File: src/rtl/arm_mem_pkg.sv
// arm_mem_pkg: size encodings, controller states, grant ids and alignment helper for mem_access_ctrl
package arm_mem_pkg;
   localparam logic [1:0] SZ_BYTE = 2'b00;
   localparam logic [1:0] SZ_HALF = 2'b01;
   localparam logic [1:0] SZ_WORD = 2'b10;
   typedef enum logic [1:0] {IDLE, ADDR, ACCESS, DONE} memState_e;
   typedef enum logic {GNT_FETCH, GNT_DATA} grant_e;
   function automatic logic misaligned(input logic [1:0] size, input logic [1:0] lowAddr);
      return size == SZ_WORD ? lowAddr != 2'b00 : size == SZ_HALF ? lowAddr[0] : size != SZ_BYTE;
   endfunction
endpackage

File: src/rtl/mfc_watchdog.sv
// mfc_watchdog: counts ACCESS cycles without mfc and flags the cycle whose increment reaches LIMIT
module mfc_watchdog #(
   parameter int LIMIT = 255
) (
   input  logic clk,
   input  logic clr,
   input  logic inAccess,
   input  logic mfc,
   output logic expired
);
   logic [7:0] count;
   always_ff @(posedge clk)
      if (clr || !inAccess) count <= '0;
      else if (!mfc) count <= count + 8'd1;
   assign expired = inAccess && !mfc && count == 8'(LIMIT - 1);
endmodule

File: src/rtl/mem_access_ctrl.sv
// mem_access_ctrl: fetch/data arbiter and RAM handshake sequencer; ARB_TIMEOUT_EN adds an mfc timeout
module mem_access_ctrl
   import arm_mem_pkg::*;
#(
   parameter int AW = 9,
   parameter int TIMEOUT_CYCLES = 255
) (
   input  logic          clk,
   input  logic          clr,
   input  logic          f_req,
   input  logic [AW-1:0] f_addr,
   output logic          f_ack,
   input  logic          d_req,
   input  logic          d_rw,
   input  logic [1:0]    d_size,
   input  logic [AW-1:0] d_addr,
   input  logic [31:0]   d_wdata,
   output logic          d_ack,
   output logic [31:0]   rdata,
   output logic          err,
   output logic          busy,
   output logic          ram_en,
   output logic          ram_rw,
   output logic [1:0]    ram_size,
   output logic [AW-1:0] ram_addr,
   output logic [31:0]   ram_wdata,
   input  logic [31:0]   ram_rdata,
   input  logic          mfc
);
   memState_e state, nextState;
   grant_e gnt, lastGnt, winner;
   logic [AW-1:0] addrQ;
   logic rwQ, errQ, errNext, timeout, anyReq;
   logic [1:0] sizeQ;
   logic [31:0] wdataQ, rdataQ;
   assign anyReq = f_req || d_req;
   // under contention data wins unless it also won last time
   assign winner = d_req && (!f_req || lastGnt == GNT_FETCH) ? GNT_DATA : GNT_FETCH;
`ifdef ARB_TIMEOUT_EN
   mfc_watchdog #(.LIMIT(TIMEOUT_CYCLES)) uWatchdog (
      .clk(clk),
      .clr(clr),
      .inAccess(state == ACCESS),
      .mfc(mfc),
      .expired(timeout)
   );
`else
   logic unusedTimeout;
   assign unusedTimeout = ^TIMEOUT_CYCLES;
   assign timeout = 1'b0;
`endif
   always_comb begin
      nextState = state;
      errNext = errQ;
      case (state)
         IDLE: nextState = anyReq ? ADDR : IDLE;
         ADDR: begin
            errNext = misaligned(sizeQ, addrQ[1:0]);
            nextState = errNext ? DONE : ACCESS;
         end
         ACCESS: begin
            nextState = mfc || timeout ? DONE : ACCESS;
            errNext = !mfc && timeout;
         end
         default: nextState = IDLE;
      endcase
   end
   always_ff @(posedge clk) begin
      if (clr) begin
         state <= IDLE;
         gnt <= GNT_FETCH;
         lastGnt <= GNT_FETCH;
         addrQ <= '0;
         rwQ <= 1'b0;
         sizeQ <= '0;
         wdataQ <= '0;
         rdataQ <= '0;
         errQ <= 1'b0;
      end else begin
         state <= nextState;
         errQ <= errNext;
         if (state == IDLE && anyReq) begin
            gnt <= winner;
            addrQ <= winner == GNT_DATA ? d_addr : f_addr;
            rwQ <= winner == GNT_DATA && d_rw;
            sizeQ <= winner == GNT_DATA ? d_size : SZ_WORD;
            wdataQ <= winner == GNT_DATA ? d_wdata : '0;
         end
         if (state == ACCESS && mfc && !rwQ) rdataQ <= ram_rdata;
         if (state == DONE) lastGnt <= gnt;
      end
   end
   assign busy = state != IDLE;
   assign ram_en = state == ACCESS;
   assign f_ack = state == DONE && gnt == GNT_FETCH;
   assign d_ack = state == DONE && gnt == GNT_DATA;
   assign err = state == DONE && errQ;
   assign rdata = rdataQ;
   assign ram_rw = rwQ;
   assign ram_size = sizeQ;
   assign ram_addr = addrQ;
   assign ram_wdata = wdataQ;
endmodule
File: config.mk
export PLATFORM = sky130hd
export DESIGN_NAME = mem_access_ctrl
export DESIGN_NICKNAME = d
export VERILOG_FILES = /design/src/rtl/arm_mem_pkg.sv /design/src/rtl/mfc_watchdog.sv /design/src/rtl/mem_access_ctrl.sv
export SDC_FILE = /design/constraint.sdc
export NUM_CORES = 1
export LEC_CHECK = 0
export ABC_AREA = 0
export ABC_CLOCK_PERIOD_IN_PS = 1800
export CAP_MARGIN = 20
export CORE_MARGIN = 3
export CORE_UTILIZATION = 61
export CTS_CLUSTER_SIZE = 25
export DETAILED_ROUTE_END_ITERATION = 8
export DONT_BUFFER_PORTS = 1
export GPL_TIMING_DRIVEN = 0
export HOLD_SLACK_MARGIN = 0.03
export PLACE_DENSITY_LB_ADDON = 0.3
export SETUP_SLACK_MARGIN = 0.2
export SLEW_MARGIN = 0
export SYNTH_ARGS = -nofsm -noshare
export SYNTH_HDL_FRONTEND = slang
export SYNTH_SLANG_ARGS = --single-unit
File: constraint.sdc
create_clock -name clk -period 1.8 [get_ports clk]
set_input_delay 0.18 -clock clk [delete_from_list [all_inputs] [get_ports clk]]
set_output_delay 0.18 -clock clk [all_outputs]
set_load 0.1 [all_outputs]
Yosys cells after proc, flatten, opt, wreduce, memory -nomap -nowiden --
Cells that the tools add are included.
Word-level totals: register bits after elaboration 81, latch bits 0, bits in writable memories 0, memory bits (read-only) 0, bits of input ports 90, output and inout bits 81, logic and storage cells 44, memories 0
Operators by class: add/subtract/negate cells 0, multipliers 0, divide/modulo/power cells 0, $lt $le $gt $ge 0, equal/unequal tests 5, shifts and indexed selects 0, multiplexer cells 11, bitwise gates (word level) 2, reductions and logical operators 17
Operators with widths (number):
- 32-bit 2-to-1 mux | 1
- 9-bit 2-to-1 mux | 1
- 1-bit logical AND | 8
- 2-bit nonzero test | 4
- 2-bit equality test, second input constant | 3
- 1-bit 2-to-1 mux | 6
- 2-bit case mux with 3 select lines | 1
- 2-bit by 1-bit equality test with 1-bit output, second input constant | 2
- 1-bit zero test | 2
- 2-bit zero test | 1
- 1-bit logical OR | 2
- 2-bit 2-to-1 mux | 1
- 1-bit NOT | 2
- 1-bit case mux with 2 select lines | 1

Logic depth before layout (Yosys ltp) --
Gate-level depths: netlist (run 1).
word-level depth 5, mapped depth 7

Worst setup path after synthesis (run 1) --
Ideal clock, no wire load.
kind reg2reg, start point register state[0], end point register rdataQ[23] (netlist: rdata[23]), library setup time 0.070 ns, arrival 1.983 ns, data required time 1.730 ns, path slack -0.254 ns, cell stages (with the launch flop) 8, period minus slack after synthesis 2.054 ns, cell sequence dfxtp_1 > inv_1 > ha_1 > and3b_1 > clkbuf_1 > buf_2 > nand2_1 > a21oi_1
Between the ends: word-level cells in the longest chain between the ends 3
Ends and longest elaborated chain:
- start: declaration | line mem_access_ctrl.sv:30 | memState_e state, nextState;
- start signal: assignment | line mem_access_ctrl.sv:80 | state <= nextState;
- 2-bit equality test
- named net ram_en | line mem_access_ctrl.sv:22 | output logic ram_en,
- 1-bit logical AND (2 in series) | line mem_access_ctrl.sv:89 | if (state == ACCESS && mfc && !rwQ) rdataQ <= ram_rdata;
- end signal: assignment | line mem_access_ctrl.sv:89
- end: declaration | line mem_access_ctrl.sv:35 | logic [31:0] wdataQ, rdataQ;
The timed path passes the listed nets, and every way through them passes these cells. A chain may end at the register's enable or synchronous reset.

Worst setup path after layout (run 1) --
start point register state[0], end point register rdataQ[28] (netlist: rdata[28])
The elaborated chain is that of the path after synthesis.

==> flow_metrics.env, run 1 <==
export IMPL_outcome="complete, no violations"
export IMPL_grt_overflow=0
export IMPL_syn_nets=399
export IMPL_max_clock_path_buffers=2
export IMPL_start_util_pct=64.5
export IMPL_synth_ff_type="dfxtp_1"
export IMPL_crit_chain="inv_4 -> ha_4 -> and3b_1 -> buf_6 -> buf_8 -> nand2_1 -> a21oi_1"
export IMPL_die_area_sq_um=5560
export IMPL_synth_edff_count=0
export IMPL_hp_class="primary input to flip-flop"
export IMPL_ant_nets=0
export IMPL_wire_per_inst_um=23.9
export IMPL_die_y_um=74.6
export IMPL_grt_pass1_vias=2681
export IMPL_drtIter0Drc=297
export IMPL_dr_pass1_iters=5
export IMPL_synth_top_cells_by_area="dfxtp_1 57%, a22o_1 10%, nand2_1 9.7%, a21oi_1 7.5%, a211oi_1 2.4%"
export IMPL_cp_start_kind="flip-flop"
export IMPL_crit_buf_inv=3
export IMPL_dp_hpwl_mm=4.83
export IMPL_port_buffers=0
export IMPL_skew_ns=0.00829
export IMPL_gp_congestion=0.726
export IMPL_ioPinCount=171
export IMPL_netlist_area_sq_um=2870
export IMPL_crit_family="flip-flops"
export IMPL_leakage_uw=0.00160
export IMPL_synth_seq_cells=81
export IMPL_track_usage_pct=31.3
export IMPL_vias=2938
export IMPL_ys_types=29
export IMPL_fillers=131
export IMPL_rsz0062_at_grt="yes"
export IMPL_drc=0
export IMPL_clockRootBuffer="clkbuf_8"
export IMPL_drive_above_1_share_pct=17.3
export IMPL_worst_path_max_delay_cell="dfxtp_4"
export IMPL_endpoint_kind="flip-flop"
export IMPL_fin_nets=494
export IMPL_arrival_ns=1.96
export IMPL_ys_async_sr_fraction_pct=0
export IMPL_yosys_top_cells_count="81 x dfxtp_1, 74 x nand2_1, 43 x a21oi_1"
export IMPL_cap_violations=0
export IMPL_worst_slew_pin_slew_ns=1.07
export IMPL_slew_headroom_pct=28.7
export IMPL_utilization_pct=93.6
export IMPL_finalHoldViolCount=0
export IMPL_die_x_um=74.6
export IMPL_max_vdd_ir_drop_uv=1260
export IMPL_cts_buffers=9
export IMPL_cts_max_level=3
export IMPL_synth_cells=305
export IMPL_fin_crit_sh_pct=94.0
export IMPL_slew_violations=0
export IMPL_cts_tree="done"
export IMPL_grt_pass1_wl_mm=13.2
export IMPL_syn_avg_cell_area_sq_um=9.40
export IMPL_setup_viol=0
export IMPL_fmax_mhz=591
export IMPL_finalNonFillerCells=458
export IMPL_areaGrowthSynthToFinish_pct=45.1
export IMPL_yosys_warnings=0
export IMPL_worstSkewPairLatency_ns=0.34
export IMPL_cts_sinks=81
export IMPL_required_ns=2.06
export IMPL_synth_largest_area_cell="dfxtp_1"
export IMPL_clk_pin_slew_worst_paths_ns=0.09
export IMPL_yosysSeqAreaShare_pct=56.5
export IMPL_synth_top_cell_area_share_pct=56.5
export IMPL_crit_type="flip-flop to flip-flop"
export IMPL_rows=24
export IMPL_slowest_delay_ns=0.37
export IMPL_period_needed_ns=1.69
export IMPL_routed_via_density=6.41
export IMPL_grt_max_degree=14
export IMPL_crit_fanout=10
export IMPL_yosys_cell_count_top_type="dfxtp_1"
export IMPL_totalWireLength_mm=10.9
export IMPL_post_place_cells=357
export IMPL_p_per_area_nw_per_um2=1700
export IMPL_antenna_found_initial=0
export IMPL_coreArea_sq_um=4440
## final timing paths
path                            depth (start not counted)  slack [ns]      start           to
worst max-delay path                                    7        0.11   state[0]    rdata[28]
worst min-delay path                                    2        0.05  d_addr[0]  ram_addr[0]
worst max register to register                          7        0.11   state[0]    rdata[28]
worst min register to register                          2        0.57       errQ         errQ
## what timing repair did
item | CTS | global route
gates cloned | 0 | 2
buffers inserted | 4 | 2
gates resized for setup | 34 | 34
endpoints found under the hold margin | 76 | 0
hold buffers | 76 | 0
endpoints found under the setup margin | 74 | 74
pin swaps | 7 | 6
## cell families after synthesis
logic type      count (synthesis)  synth area share (%)
compound gates                 96                  23.0
fa+ha+maj                       4                  1.75
simple gates                   96                  13.7
flops                          81                  56.5
buf+inv                        28                  4.97
## where the power goes
part	total, uW	internal, uW	switching (uW)
clock network	1340	675	662
registers	4180	2090	2090
logic	1560	642	917
total	7080	3400	3670
## registers in the layout (all words and copies together) (netlist names)
name       count
ram_addr       9
state          2
errQ           1
lastGnt        1
ram_size       2
rdata         32
gnt            1
ram_wdata     32
ram_rw         1
## per-stage QoR
stage | setup slack, ns | cell area, sq um | total power (uW) | hold WS, ns | TNS (ns)
after floorplan | -0.227 | 2870 | 4960 | 0.306 | -0.453
after global placement | -0.327 | 2940 | 5150 | 0.306 | -3.03
after detailed placement | -0.136 | 2940 | 5190 | 0.309 | -2.99
after CTS | 0.174 | 4030 | 6730 | 0.0487 | 0
after global routing | 0.0437 | 4160 | 7230 | 0.0698 | 0
final | 0.108 | 4160 | 7080 | 0.0527 | 0
## cell type report
cell class                      instances  area [sq um]  area share [%]
Buffer                                 22           179            4.30
Multi-Input combinational cell        196          1210            29.2
Antenna cell                            1          2.50          0.0602
Clock buffer                           11           141            3.40
Timing Repair Buffer                   84           835            20.1
Clock inverter                          5          55.1            1.32
Tap cell                               52          65.1            1.56
Inverter                                6          32.5           0.782
Sequential cell                        81          1640            39.3
## cells in the final DEF, fill, tap and decap left out, types with 2 or more instances in the layout
cell           instances
dlygate4sd3_1         76
dfxtp_1               75
nand2_1               73
a22o_1                34
a21oi_1               33
nor2_1                13
a21oi_2               10
clkbuf_8              10
buf_6                  9
a211oi_1               9
buf_4                  7
clkbuf_1               5
buf_2                  4
inv_1                  3
nor2_4                 3
ha_4                   3
dfxtp_2                3
dfxtp_4                3
inv_4                  2
clkbuf_2               2
buf_8                  2
o32ai_1                2
clkinvlp_4             2
clkinv_2               2
## routing by layer
layer  track usage (%)  share of wire (%)
met5                 0                  0
met2              53.5                 50
met4              14.6                3.1
met3              10.8                 11
met1              34.9                 35
(Power assumes the default switching activity.)
==> run 2: changes to the inputs <==
CTS_BUF_LIST = sky130_fd_sc_hd__clkbuf_16   (was unset)
MAX_ROUTING_LAYER = met4   (was unset)
==> flow_metrics.env, run 2 (synthesized netlist as in run 1, its figures left out) <==
export IMPL_die_y_um=74.6
export IMPL_final_cell_mix="76 x dlygate4sd3_1, 74 x dfxtp_1, 73 x nand2_1, 34 x a22o_1, 33 x a21oi_1"
export IMPL_finalSetupTns_ns=0
export IMPL_rows=24
export IMPL_cap_violations=0
export IMPL_coreArea_sq_um=4440
export IMPL_fin_crit_sh_pct=95.6
export IMPL_slew_headroom_pct=30.8
export IMPL_ant_nets=0
export IMPL_max_vdd_ir_drop_uv=1280
export IMPL_worstSkewPairLatency_ns=0.33
export IMPL_routed_via_density=6.56
export IMPL_layout_commonest_cell="dlygate4sd3_1"
export IMPL_p_per_area_nw_per_um2=1780
export IMPL_vias=2992
export IMPL_drive_above_1_share_pct=16.9
export IMPL_dpl_cell_area_sq_um=2940
export IMPL_fillers=111
export IMPL_areaGrowthSynthToFinish_pct=47.1
export IMPL_die_area_sq_um=5560
export IMPL_clk_pin_slew_worst_paths_ns=0.06
export IMPL_grt_pass1_wl_mm=14.0
export IMPL_cts_buffers=9
export IMPL_rsz0062_at_grt="yes"
export IMPL_start_util_pct=64.5
export IMPL_pwr_share_comb_pct=20.7
export IMPL_required_ns=1.98
export IMPL_die_x_um=74.6
export IMPL_slew_violations=0
export IMPL_skew_ns=0.00749
export IMPL_switchingPower_uw=3750
export IMPL_fin_area_sq_um=4220
export IMPL_endpoint_kind="flip-flop"
export IMPL_outcome="complete, no violations"
export IMPL_grt_overflow=0
export IMPL_multi_input_area_sq_um=1210
export IMPL_cts_sinks=81
export IMPL_worst_slew_pin_slew_ns=1.04
export IMPL_fin_nets=492
export IMPL_grt_pass1_vias=2843
export IMPL_wire_per_inst_um=24.0
export IMPL_utilization_pct=94.9
export IMPL_antenna_found_initial=0
export IMPL_port_buffers=0
export IMPL_finalHoldViolCount=0
export IMPL_seqPwrFrac_pct=55.7
export IMPL_setup_viol=0
export IMPL_period_needed_ns=1.72
export IMPL_hp_class="primary input to flip-flop"
export IMPL_leakage_uw=0.00163
export IMPL_clkPwrFrac_pct=23.6
export IMPL_grt_max_degree=14
export IMPL_fmax_mhz=581
export IMPL_crit_type="flip-flop to flip-flop"
export IMPL_drtIter0Drc=259
export IMPL_cp_start_kind="flip-flop"
export IMPL_max_clock_path_buffers=2
export IMPL_arrival_ns=1.90
export IMPL_gp_congestion=0.734
export IMPL_track_usage_pct=34.5
export IMPL_holdWs_ns=0.0903
export IMPL_drc=0
export IMPL_totalWireLength_mm=11.0
export IMPL_dr_pass1_iters=5
export IMPL_intPower_uw=3770
export IMPL_cts_tree="done"
export IMPL_clockRootBuffer="clkbuf_16"
export IMPL_netSwitchingFraction_pct=49.8
export IMPL_crit_fanout=10
export IMPL_ioPinCount=171
export IMPL_dp_hpwl_mm=4.83
export IMPL_p_total_uw=7520
export IMPL_area_sequential_sq_um=1640
export IMPL_cts_max_level=3
run 2: cell types whose count changed in the layout (fill, tap and decap cells not counted), moves of 2 or more:
| cell | before | now |
|---|---|---|
| clkbuf_8 | 10 | 0 |
| clkbuf_16 | 0 | 9 |
| buf_6 | 9 | 6 |
| buf_2 | 4 | 6 |
| buf_4 | 7 | 5 |
run 2: cell type report:
| cell class | count | share of cell area, % |
|---|---|---|
| multi-input combinational | 196 | 28.8 |
| clock buffer | 9 | 5.34 |
| antenna | 1 | 0.0593 |
| inverter | 6 | 0.771 |
| tap | 52 | 1.54 |
| timing repair buffer | 82 | 19.3 |
| clock inverter | 7 | 1.48 |
| buffer | 22 | 3.88 |
| sequential | 81 | 38.8 |
run 2: power groups by stage:
stage               clock network [uW]  registers (uW)  logic (uW)
floorplan                            0            4080         886
global placement                     0            4140        1010
detailed placement                   0            4140        1050
CTS                               1740            4140        1290
global route                      1840            4210        1630
finish                            1770            4190        1560
run 2: worst paths after layout:
check | startpoint | end | slack [ns] | cells past startpoint
max | state[0] | rdata[25] | 0.08 | 6
min reg2reg | errQ | errQ | 0.58 | 2
max reg2reg | state[0] | rdata[25] | 0.08 | 6
min | d_addr[3] | ram_addr[3] | 0.09 | 2
run 2: metrics by stage:
step	worst slack, ns	std cells
after floorplan	-0.227	305
after global placement	-0.327	357
after detailed placement	-0.136	357
after CTS	0.176	452
after global routing	0.0269	455
final	0.0791	456
run 2: layer usage:
layer | GRT usage, % | up-vias | part of all wire, %
met4 | 13.8 | 0 | 4.0
met5 | - | - | 0
met3 | 10.4 | 53 | 11
met2 | 60.5 | 282 | 52
met1 | 35.8 | 1414 | 34
li1 | - | 1243 | -
run 2: repair_timing:
item / CTS / global route
endpoints found under the setup margin: 73 / 79
cloned: 0 / 1
hold buffers: 76 / 0
setup buffers: 3 / 2
endpoints found under the hold margin: 76 / 0
pin swaps: 6 / 7
resized for setup: 31 / 28
run 2: critical path, cell delays in order, from the launching register on:
cell	delay, ns
dfxtp_4	0.37
inv_4	0.09
ha_4	0.37
nand3b_1	0.23
clkbuf_2	0.25
nand2_1	0.13
a21oi_1	0.12
